File: src/rtl/fibo_bus_monitor.sv
// Passive Fibonacci bus monitor: samples qualified bus terms, checks them
// against the Fibonacci recurrence and buffers every sample in a small FIFO
// drained by a valid/ready reader.
module fibo_bus_monitor #(
    parameter int WIDTH = 32,
    parameter int DEPTH = 8,
    parameter int CNT_W = 4
) (
    input  logic             clk,
    input  logic             rst,
    input  logic [WIDTH-1:0] bus_data,
    input  logic             bus_valid,
    input  logic             rd_ready,
    output logic             rd_valid,
    output logic [WIDTH-1:0] rd_data,
    output logic [CNT_W-1:0] level,
    output logic             seq_error,
    output logic [CNT_W-1:0] err_index,
    output logic             overflow
);

    localparam int PTR_W = (DEPTH > 1) ? $clog2(DEPTH) : 1;

    localparam logic [1:0] S_SEED0 = 2'd0;
    localparam logic [1:0] S_SEED1 = 2'd1;
    localparam logic [1:0] S_CHECK = 2'd2;

    localparam logic [CNT_W-1:0] IDX_MAX  = '1;
    localparam logic [CNT_W-1:0] FULL_LVL = CNT_W'(DEPTH);

    logic [1:0]       state_q, state_d;
    logic [WIDTH-1:0] prev_q, prev_d;
    logic [WIDTH-1:0] curr_q, curr_d;
    logic [CNT_W-1:0] idx_q, idx_d;
    logic             seq_err_q, seq_err_d;
    logic [CNT_W-1:0] err_idx_q, err_idx_d;
    logic             ovf_q, ovf_d;

    logic [PTR_W-1:0] wr_ptr_q, wr_ptr_d;
    logic [PTR_W-1:0] rd_ptr_q, rd_ptr_d;
    logic [CNT_W-1:0] level_q, level_d;
    logic [WIDTH-1:0] mem_q [DEPTH];

    logic             full;
    logic             empty;
    logic             push;
    logic             pop;
    logic [WIDTH-1:0] sum;
    logic [CNT_W-1:0] idx_inc;

    // A full FIFO still accepts a push when the reader frees a slot this cycle.
    always_comb begin
        full    = (level_q == FULL_LVL);
        empty   = (level_q == '0);
        pop     = !empty && rd_ready;
        push    = bus_valid && (!full || pop);
        sum     = prev_q + curr_q;
        idx_inc = (idx_q == IDX_MAX) ? idx_q : idx_q + 1'b1;
    end

    // Checker FSM: two seed terms, then every sample is compared to prev+curr
    // and the window always follows the observed stream.
    always_comb begin
        state_d   = state_q;
        prev_d    = prev_q;
        curr_d    = curr_q;
        idx_d     = idx_q;
        seq_err_d = seq_err_q;
        err_idx_d = err_idx_q;
        case (state_q)
            S_SEED0: begin
                if (bus_valid) begin
                    prev_d  = bus_data;
                    idx_d   = CNT_W'(1);
                    state_d = S_SEED1;
                end
            end
            S_SEED1: begin
                if (bus_valid) begin
                    curr_d  = bus_data;
                    idx_d   = CNT_W'(2);
                    state_d = S_CHECK;
                end
            end
            S_CHECK: begin
                if (bus_valid) begin
                    if ((bus_data != sum) && !seq_err_q) begin
                        seq_err_d = 1'b1;
                        err_idx_d = idx_q;
                    end
                    prev_d = curr_q;
                    curr_d = bus_data;
                    idx_d  = idx_inc;
                end
            end
            default: state_d = S_SEED0;
        endcase
    end

    // FIFO pointer, occupancy and sticky overflow next-state.
    always_comb begin
        wr_ptr_d = push ? wr_ptr_q + 1'b1 : wr_ptr_q;
        rd_ptr_d = pop  ? rd_ptr_q + 1'b1 : rd_ptr_q;
        case ({push, pop})
            2'b10:   level_d = level_q + 1'b1;
            2'b01:   level_d = level_q - 1'b1;
            default: level_d = level_q;
        endcase
        ovf_d = ovf_q | (bus_valid && !push);
    end

    // Control and checker state, cleared asynchronously.
    always_ff @(posedge clk or negedge rst) begin
        if (!rst) begin
            state_q   <= S_SEED0;
            prev_q    <= '0;
            curr_q    <= '0;
            idx_q     <= '0;
            seq_err_q <= 1'b0;
            err_idx_q <= '0;
            ovf_q     <= 1'b0;
            wr_ptr_q  <= '0;
            rd_ptr_q  <= '0;
            level_q   <= '0;
        end else begin
            state_q   <= state_d;
            prev_q    <= prev_d;
            curr_q    <= curr_d;
            idx_q     <= idx_d;
            seq_err_q <= seq_err_d;
            err_idx_q <= err_idx_d;
            ovf_q     <= ovf_d;
            wr_ptr_q  <= wr_ptr_d;
            rd_ptr_q  <= rd_ptr_d;
            level_q   <= level_d;
        end
    end

    // FIFO storage; contents need no reset since level gates visibility.
    always_ff @(posedge clk) begin
        if (push) begin
            mem_q[wr_ptr_q] <= bus_data;
        end
    end

    assign rd_valid  = !empty;
    assign rd_data   = mem_q[rd_ptr_q];
    assign level     = level_q;
    assign seq_error = seq_err_q;
    assign err_index = err_idx_q;
    assign overflow  = ovf_q;

endmodule

File: config.mk
export PLATFORM = sky130hd
export DESIGN_NAME = fibo_bus_monitor
export DESIGN_NICKNAME = d
export VERILOG_FILES = /design/src/rtl/fibo_bus_monitor.sv
export SDC_FILE = /design/constraint.sdc
export NUM_CORES = 1
export LEC_CHECK = 0
export ABC_AREA = 1
export BUFFER_PORTS_ARGS = -buffer_cell sky130_fd_sc_hd__buf_4
export CAP_MARGIN = 20
export CORE_ASPECT_RATIO = 0.75
export CORE_MARGIN = 2
export CORE_UTILIZATION = 45
export DETAILED_ROUTE_END_ITERATION = 10
export PLACE_DENSITY = 0.72
export SYNTH_ARGS = -nofsm -noshare
export SYNTH_HDL_FRONTEND = slang
export SYNTH_SLANG_ARGS = --single-unit
export TNS_END_PERCENT = 20
File: constraint.sdc
create_clock -name clk -period 3.32 [get_ports clk]
set_input_delay 0.166 -clock clk [delete_from_list [all_inputs] [get_ports clk]]
set_output_delay 0.166 -clock clk [all_outputs]
set_load 0.01 [all_outputs]
==> results of run 1 <==
==> Yosys cell counts (all sizes together) <==
master    n
a21oi    27
a31oi    65
and2      2
buf       7
clkbuf   60
clkinv    1
dfrtp    86
edfxtp  256
fa        2
ha       39
inv     145
mux2     16
nand2   374
nand3    59
nand3b    8
nand4     9
nor2    335
nor3     11
nor3b     1
nor4      1
o211ai    1
o21a      1
o21ai   150
o21bai    5
o22ai    32
or2       2
xnor2    14
xnor3     1
xor2     17
==> metal layers <==
layer	global-route usage [%]	vias up	share of wire [%]
met1	33.0	6048	48
met2	34.0	392	43
met5	0	-	0
met3	4.28	44	7.5
met4	4.35	0	1.3
li1	-	6045	-
==> per-stage QoR <==
stage	worst slack (ns)	instances	total power [W]	area, um^2
floorplan	0.247	1727	0.0131	16400
global placement	0.609	2228	0.0161	17700
detailed placement	0.583	2228	0.0163	17700
CTS	0.485	2326	0.0204	19200
global route	0.173	2326	0.0220	19200
finish	0.500	2328	0.0204	19200
==> registers in the layout (all words and copies together), names as in the netlist, 3 cells and up <==
register   flops
level          4
err_index      4
idx_q          4
prev_q        32
wr_ptr_q       3
mem_q        256
rd_ptr_q       3
curr_q        32
==> area by class of cell <==
cell class                      count  area [um^2]
Multi-Input combinational cell   1172         5870
Inverter                          146          549
Antenna cell                        2         5.00
Timing Repair Buffer              138         1160
Fill cell                        3132        16800
Tap cell                          465          582
Clock buffer                       49          968
Sequential cell                   342         9840
Clock inverter                     14          205
==> worst max-delay path, cell delays in order (launching register included) <==
cell,delay [ns]
dfrtp_4,0.48
clkinv_2,0.26
buf_4,0.53
o21ai_0,0.15
o22ai_1,0.15
nor2_1,0.06
a31oi_1,0.27
buf_4,0.18
==> placed cells by master, fill, tap and decap left out, types with 2 or more instances in the layout <==
cell type,instances
o22ai_1,32
inv_6,2
clkbuf_16,35
nor3_2,2
inv_2,3
clkinvlp_4,5
inv_1,141
fa_1,2
o21ai_0,150
edfxtp_1,256
nand3b_1,8
nand3_1,56
nand3_2,3
a21oi_2,2
nor2_1,323
nand2_1,363
o21bai_1,5
nor2_2,3
xnor2_1,14
nor2_4,9
diode_2,2
a21oi_1,25
bufinv_16,4
buf_12,3
dlygate4sd3_1,35
clkinv_2,3
clkbuf_1,10
a31oi_1,65
buf_4,100
xor2_1,17
mux2_2,16
nor3_1,8
dfrtp_1,84
clkbuf_8,4
nand2_2,10
ha_1,39
nand4_1,9
==> final timing paths <==
check / slack [ns] / start / to
max: 0.50 / rd_ptr_q[0] / rd_data[31]
min: 0.21 / rst / idx_q[3]
max reg2reg: 0.51 / curr_q[0] / err_index[2]
min reg2reg: 0.49 / overflow / overflow
max in group asynchronous: 2.46 / rst / prev_q[17]
min in group clk: 0.46 / bus_data[9] / mem_q[2][9]
==> cell families (layout without fill, tap and decap cells) <==
logic type | after synthesis | in the layout | synth area share, %
and+or+nand+nor | 802 | 802 | 19.7
DFF | 342 | 342 | 59.9
AOI/OAI and AO/OA | 281 | 281 | 9.45
buffers and inverters | 213 | 347 | 4.86
adders and majority gates | 41 | 41 | 3.21
xor gates and xnor gates | 32 | 32 | 1.79
muxes | 16 | 16 | 1.10
other | 0 | 2 | 0
==> power by group <==
group / switching [W] / internal [W] / leakage, nW
registers: 0.000439 / 0.00554 / 3.33
clock network: 0.00167 / 0.00238 / 0.556
logic: 0.00674 / 0.00365 / 3.98
==> impl_results.md, run 1 <==
- Dominant cells by area after synthesis: edfxtp_1, dfrtp_1, nand2_1
- CP required: 3.15 ns
- Number of port buffers: 78
- Synth top area share: 46.8%
- TritonRoute pass-1 iters: 5
- RSZ-0062 raised after global routing: no
- Die height: 170 um
- Area leader, netlist: edfxtp_1
- Fin util: 53.3%
- Post-route DRC: 0
- YS warnings: 0
- Iteration-0 DRC Markers: 1109
- CP startpoint kind: register
- Deepest level of the CTS H-tree: 2
- Share of layout cells above drive strength 1: 11.3%
- CTS max path bufs: 3
- Pin count of the biggest net entering global routing: 69
- Hold Path Class: in2async
- Pleak: 7.87 nW
- Vias in the first global route: 11973
- Worst Tran Pin Value: 0.817 ns
- Via Count: 12529
- Status: finished clean
- Worst setup EP type: output port
- Root buf cell: clkbuf_16
- Reg2Reg Depth: 17
- Final ANT Viol Nets: 0
- # IOs: 79
- Die Wd: 225 um
- Routability Congestion: 0.958
- Clock skew: 0.0243 ns
- Power Density: 1060 mW/mm^2
- Total Die Area: 0.0381 mm^2
- Final Net Count: 1912
- Tmin final: 2.82 ns
- WL/cell: 17.9 um
- Seq cells post-synth: 342
- Peak fanout along the critical path: 56
- Postcts setup bufs: 0
- HPWL after detailed placement: 27.0 mm
- GRT Overall Usage: 22.2%
- Row count: 60
- Post-DR vias/cell: 5.38
- CTS tree: yes
- Mapped cell area: 0.0164 mm^2
- Antenna violations before repair: 1
- Final wirelength: 41.8 mm
- Tcrit/Tclk final: 85.0%
- Clock slew at reported path FFs: 0.06 ns
- Initial Utilization: 45.7%
- Area of the core: 0.0360 mm^2
- Max cap viols: 0
- Finish-stage setup viols: 0
- CTS resizes: 0
- WS Path Type: reg2out
- Post-synth cell types: 39
- Relative slew slack: 45.5%
- Clock latency on the worst-skew pair: 0.54 ns
- Post-Syn Nets: 1804
- Sequential share of the synthesized area: 59.9%
- Max-slew violations: 0
- GRT overflow: 0
- Worst hold slack: 0.206 ns
- VDD IR-drop max: 0.459 mV
- Clk sinks: 342
- Hold_buf cts: 35
- Gate Count Post-Synth: 1727
- Max Freq: 0.355 GHz
- Num CTS Buffers: 35
- Hold Violations, Final: 0
- Area delta synth->final: 16.7%
- First-pass GRT wire length: 65.7 mm
- CP arrival: 2.65 ns
- TNS Setup: 0 ns
- Syn avg cell area: 9.52 um^2
(Power assumes the default switching activity.)
==> run 2: changes to the inputs <==
--- a/config.mk
+++ b/config.mk
@@ -5,7 +5,7 @@
 export SDC_FILE = /design/constraint.sdc
 export NUM_CORES = 1
 export LEC_CHECK = 0
-export ABC_AREA = 1
+export ABC_AREA = 0
 export BUFFER_PORTS_ARGS = -buffer_cell sky130_fd_sc_hd__buf_4
 export CAP_MARGIN = 20
 export CORE_ASPECT_RATIO = 0.75
==> constraint.sdc (replaced) <==
create_clock -name clk -period 2.8 [get_ports clk]
set_input_delay 0.14 -clock clk [delete_from_list [all_inputs] [get_ports clk]]
set_output_delay 0.14 -clock clk [all_outputs]
set_load 0.01 [all_outputs]
==> run 2 against run 1 <==
Effect of this change: the run now ends with negative setup slack left; clock power increased by 13%; power increased by 27%; global-route usage decreased by 0.63 points; die area decreased by 3.0%; sequential share of layout area decreased by 2.5 points; first-iteration DRC count decreased by 22%; utilization increased by 4.6 points; register-to-register slack got worse by 1.2 ns.
==> impl_results.md, run 2 <==
- Hold Violations, Final: 0
- Root buf cell: clkbuf_16
- ANT cells: 0
- Die height: 167 um
- Synth Area in XOR/XNOR: 2.72%
- Critical R2R Launch: curr_q[12]
- Most frequent cell after synthesis: edfxtp_1
- Hold Path Class: in2reg
- Commonest cells post-synth: edfxtp_1, dfrtp_1, nand2_1
- Tmin final: 3.45 ns
- Num CTS Buffers: 35
- HPWL after detailed placement: 25.9 mm
- WS Path Type: reg2reg
- Psw: 0.00967 W
- Post-synth cell types: 71
- Sequential share of the synthesized area: 61.8%
- RSZ-0062 raised after global routing: yes
- Max FFs per register: 256
- Seq cells post-synth: 342
- Initial Utilization: 45.8%
- Tcrit/Tclk final: 123%
- YS warnings: 0
- Most frequent cells in the layout: buf_4, edfxtp_1, dfrtp_1
- Iteration-0 DRC Markers: 870
- Clk sinks: 342
- Post-Synth Simple-Gate Area: 6.05%
- Area leader, netlist: edfxtp_1
- Depth of the worst hold-timing path: 3
- VDD IR-drop max: 0.639 mV
- Most common cell after layout, fill and taps aside: buf_4
- CP cell instances: ha_2 > buf_4 > nand4_1 > nor4_2 > buf_4 > a22oi_1 > and3_2 > buf_4 > o211ai_1 > a31oi_1 > xnor2_1 > nand4_1 > o21ai_4 > mux2_1
- Via Count: 10328
- Routability Congestion: 0.971
- Worst Tran Pin Value: 0.781 ns
- Antenna violations before repair: 0
- Mapped cell area: 0.0159 mm^2
- Post-DR vias/cell: 5.60
- Synth top area share: 48.2%
- Deepest level of the CTS H-tree: 2
- Vias in the first global route: 10614
- Most frequently used flop master after synthesis: edfxtp_1
- WP buf/inv: 3
- Clk pwr share: 17.5%
- Dominant cells by area after synthesis: edfxtp_1, dfrtp_1, mux4_2
- Area of the core: 0.0348 mm^2
- CP required: 3.21 ns
- Logic pwr share: 54.2%
- Critical path origin: curr_q[12]
- Max-slew violations: 0
- Largest regs: mem_q x256, curr_q x32, prev_q x32
- PnR Total Power: 0.0260 W
- Most frequent CP cell: buf_4
- Number of port buffers: 78
- Setup WS pre-CTS: -0.809 ns
- Reg2Reg Setup Slack: -0.65 ns
- Status: finished with violations
- # IOs: 79
- Sequential fraction of design power: 28.3%
- Post-route DRC: 0
- Hold path endpoint: prev_q[12]
- Pleak: 7.55 nW
- CP delay by family, top: simple AND/OR/NAND/NOR gates
- Clock latency on the worst-skew pair: 0.54 ns
- Met1 Use GR: 33.4%
- Clock slew at reported path FFs: 0.06 ns
- First-pass GRT wire length: 61.6 mm
- Post-Syn Nets: 1146
- Final ANT Viol Nets: 0
- Worst hold slack: 0.00774 ns
- Asr flop ratio synth: 25.1%
- Sw frac: 37.2%
- Final wirelength: 38.8 mm
- Max Freq: 0.290 GHz
- Slowest CP cell: ha_2
- Die Wd: 221 um
- Largest family of logic cells by synthesized area: multiplexers
- Finish-stage setup viols: 5
- TritonRoute pass-1 iters: 5
- Peak fanout along the critical path: 6
- CP arrival: 3.87 ns
- Power Density: 1290 mW/mm^2
- Area delta synth->final: 26.5%
- GR peak layer: met1
- CTS max path bufs: 3
- CTS tree: yes
- Max cap viols: 0
- Pin count of the biggest net entering global routing: 51
- Worst setup EP type: register
- Row count: 59
- M2 GR Usage: 32.3%
- Final Net Count: 1437
- Post-synth EDFFs: 256
- WL/cell: 21.1 um
- Failing checks: negative setup slack
- Reg2Reg Depth: 14
- Gate Count Post-Synth: 1069
- Cell internal pwr: 0.0164 W
- Relative slew slack: 47.1%
- Biggest register: mem_q
- Mux cell area share after synthesis: 16.3%
- Syn avg cell area: 14.9 um^2
- Clock skew: 0.0140 ns
- Final WS setup: -0.652 ns
- GR Layer Usage met3: 3.42%
- GRT overflow: 0
- Post-synthesis adder-cell area fraction: 3.31%
- Complex-gate fraction of the synthesized area: 7.85%
- Slowest cell delay on critical path: 0.42 ns
- Reg-to-reg endpoint: err_index[0]
- Min-delay src: bus_data[12]
- CP startpoint kind: register
- GRT Overall Usage: 21.5%
- Share of layout cells above drive strength 1: 36.3%
- Total Die Area: 0.0369 mm^2
-- run 2: how the worst max path moves through the flow --
stage / endpoint / slack [ns] / cells past startpoint
after floorplan: err_index[0] / -0.37 / 13
after global placement: err_index[1] / -0.61 / 13
after detailed placement: err_index[0] / -0.81 / 12
after CTS: err_index[0] / -0.70 / 13
after global routing: err_index[0] / -0.82 / 14
final: err_index[0] / -0.65 / 14
-- run 2: kinds of logic after synthesis --
| kind of cell | Yosys count |
|---|---|
| compound gates | 194 |
| xor+xnor | 48 |
| fa+ha+maj | 41 |
| buf+inv | 68 |
| flops | 342 |
| mux | 171 |
| simple gates | 205 |
-- run 2: cell type report --
class                   count  area (um^2)
clock inverters            24          236
repair buffers            308         2550
multi-input cells         659         6000
fillers                  2678        14600
clock buffers              40          895
well taps                 457          572
inverters                  14         52.6
flip-flops and latches    342         9840
-- run 2: worst min-delay path, cell delays in order --
cell     delay (ns)
buf_4          0.14
mux2i_1        0.08
o21ai_0        0.15
-- run 2: power groups by stage --
stage / clock network [W] / logic, W / registers (W)
after floorplan: 0 / 0.00797 / 0.00718
after global placement: 0 / 0.0136 / 0.00735
after detailed placement: 0 / 0.0136 / 0.00743
after CTS: 0.00465 / 0.0138 / 0.00735
after global routing: 0.00487 / 0.0153 / 0.00749
final: 0.00456 / 0.0141 / 0.00736
-- run 2: metal layers --
layer | routed length (um) | part of all wire [%] | vias to the layer above
li1 | - | - | 4766
met1 | 18900 | 49 | 5220
met2 | 17100 | 44 | 298
met3 | 2280 | 5.9 | 44
met4 | 525 | 1.4 | 0
met5 | 0 | 0 | -
-- run 2: timing repair --
item,CTS,global route
pin swaps,5,5
setup endpoints to repair,5,5
gates resized for setup,7,22
setup buffers,1,0
hold buffers,33,0
hold endpoints to repair,309,0
-- run 2: metrics by stage --
step	utilization (%)	TNS [ns]	cells	area [um^2]
detailed placement	53.3	-3.74	1746	18500
global placement	53.3	-2.76	1746	18500
global route	58.0	-3.91	1844	20200
floorplan	-	-16.14	1069	15900
finish	58.0	-3.08	1844	20200
CTS	57.7	-3.28	1844	20000
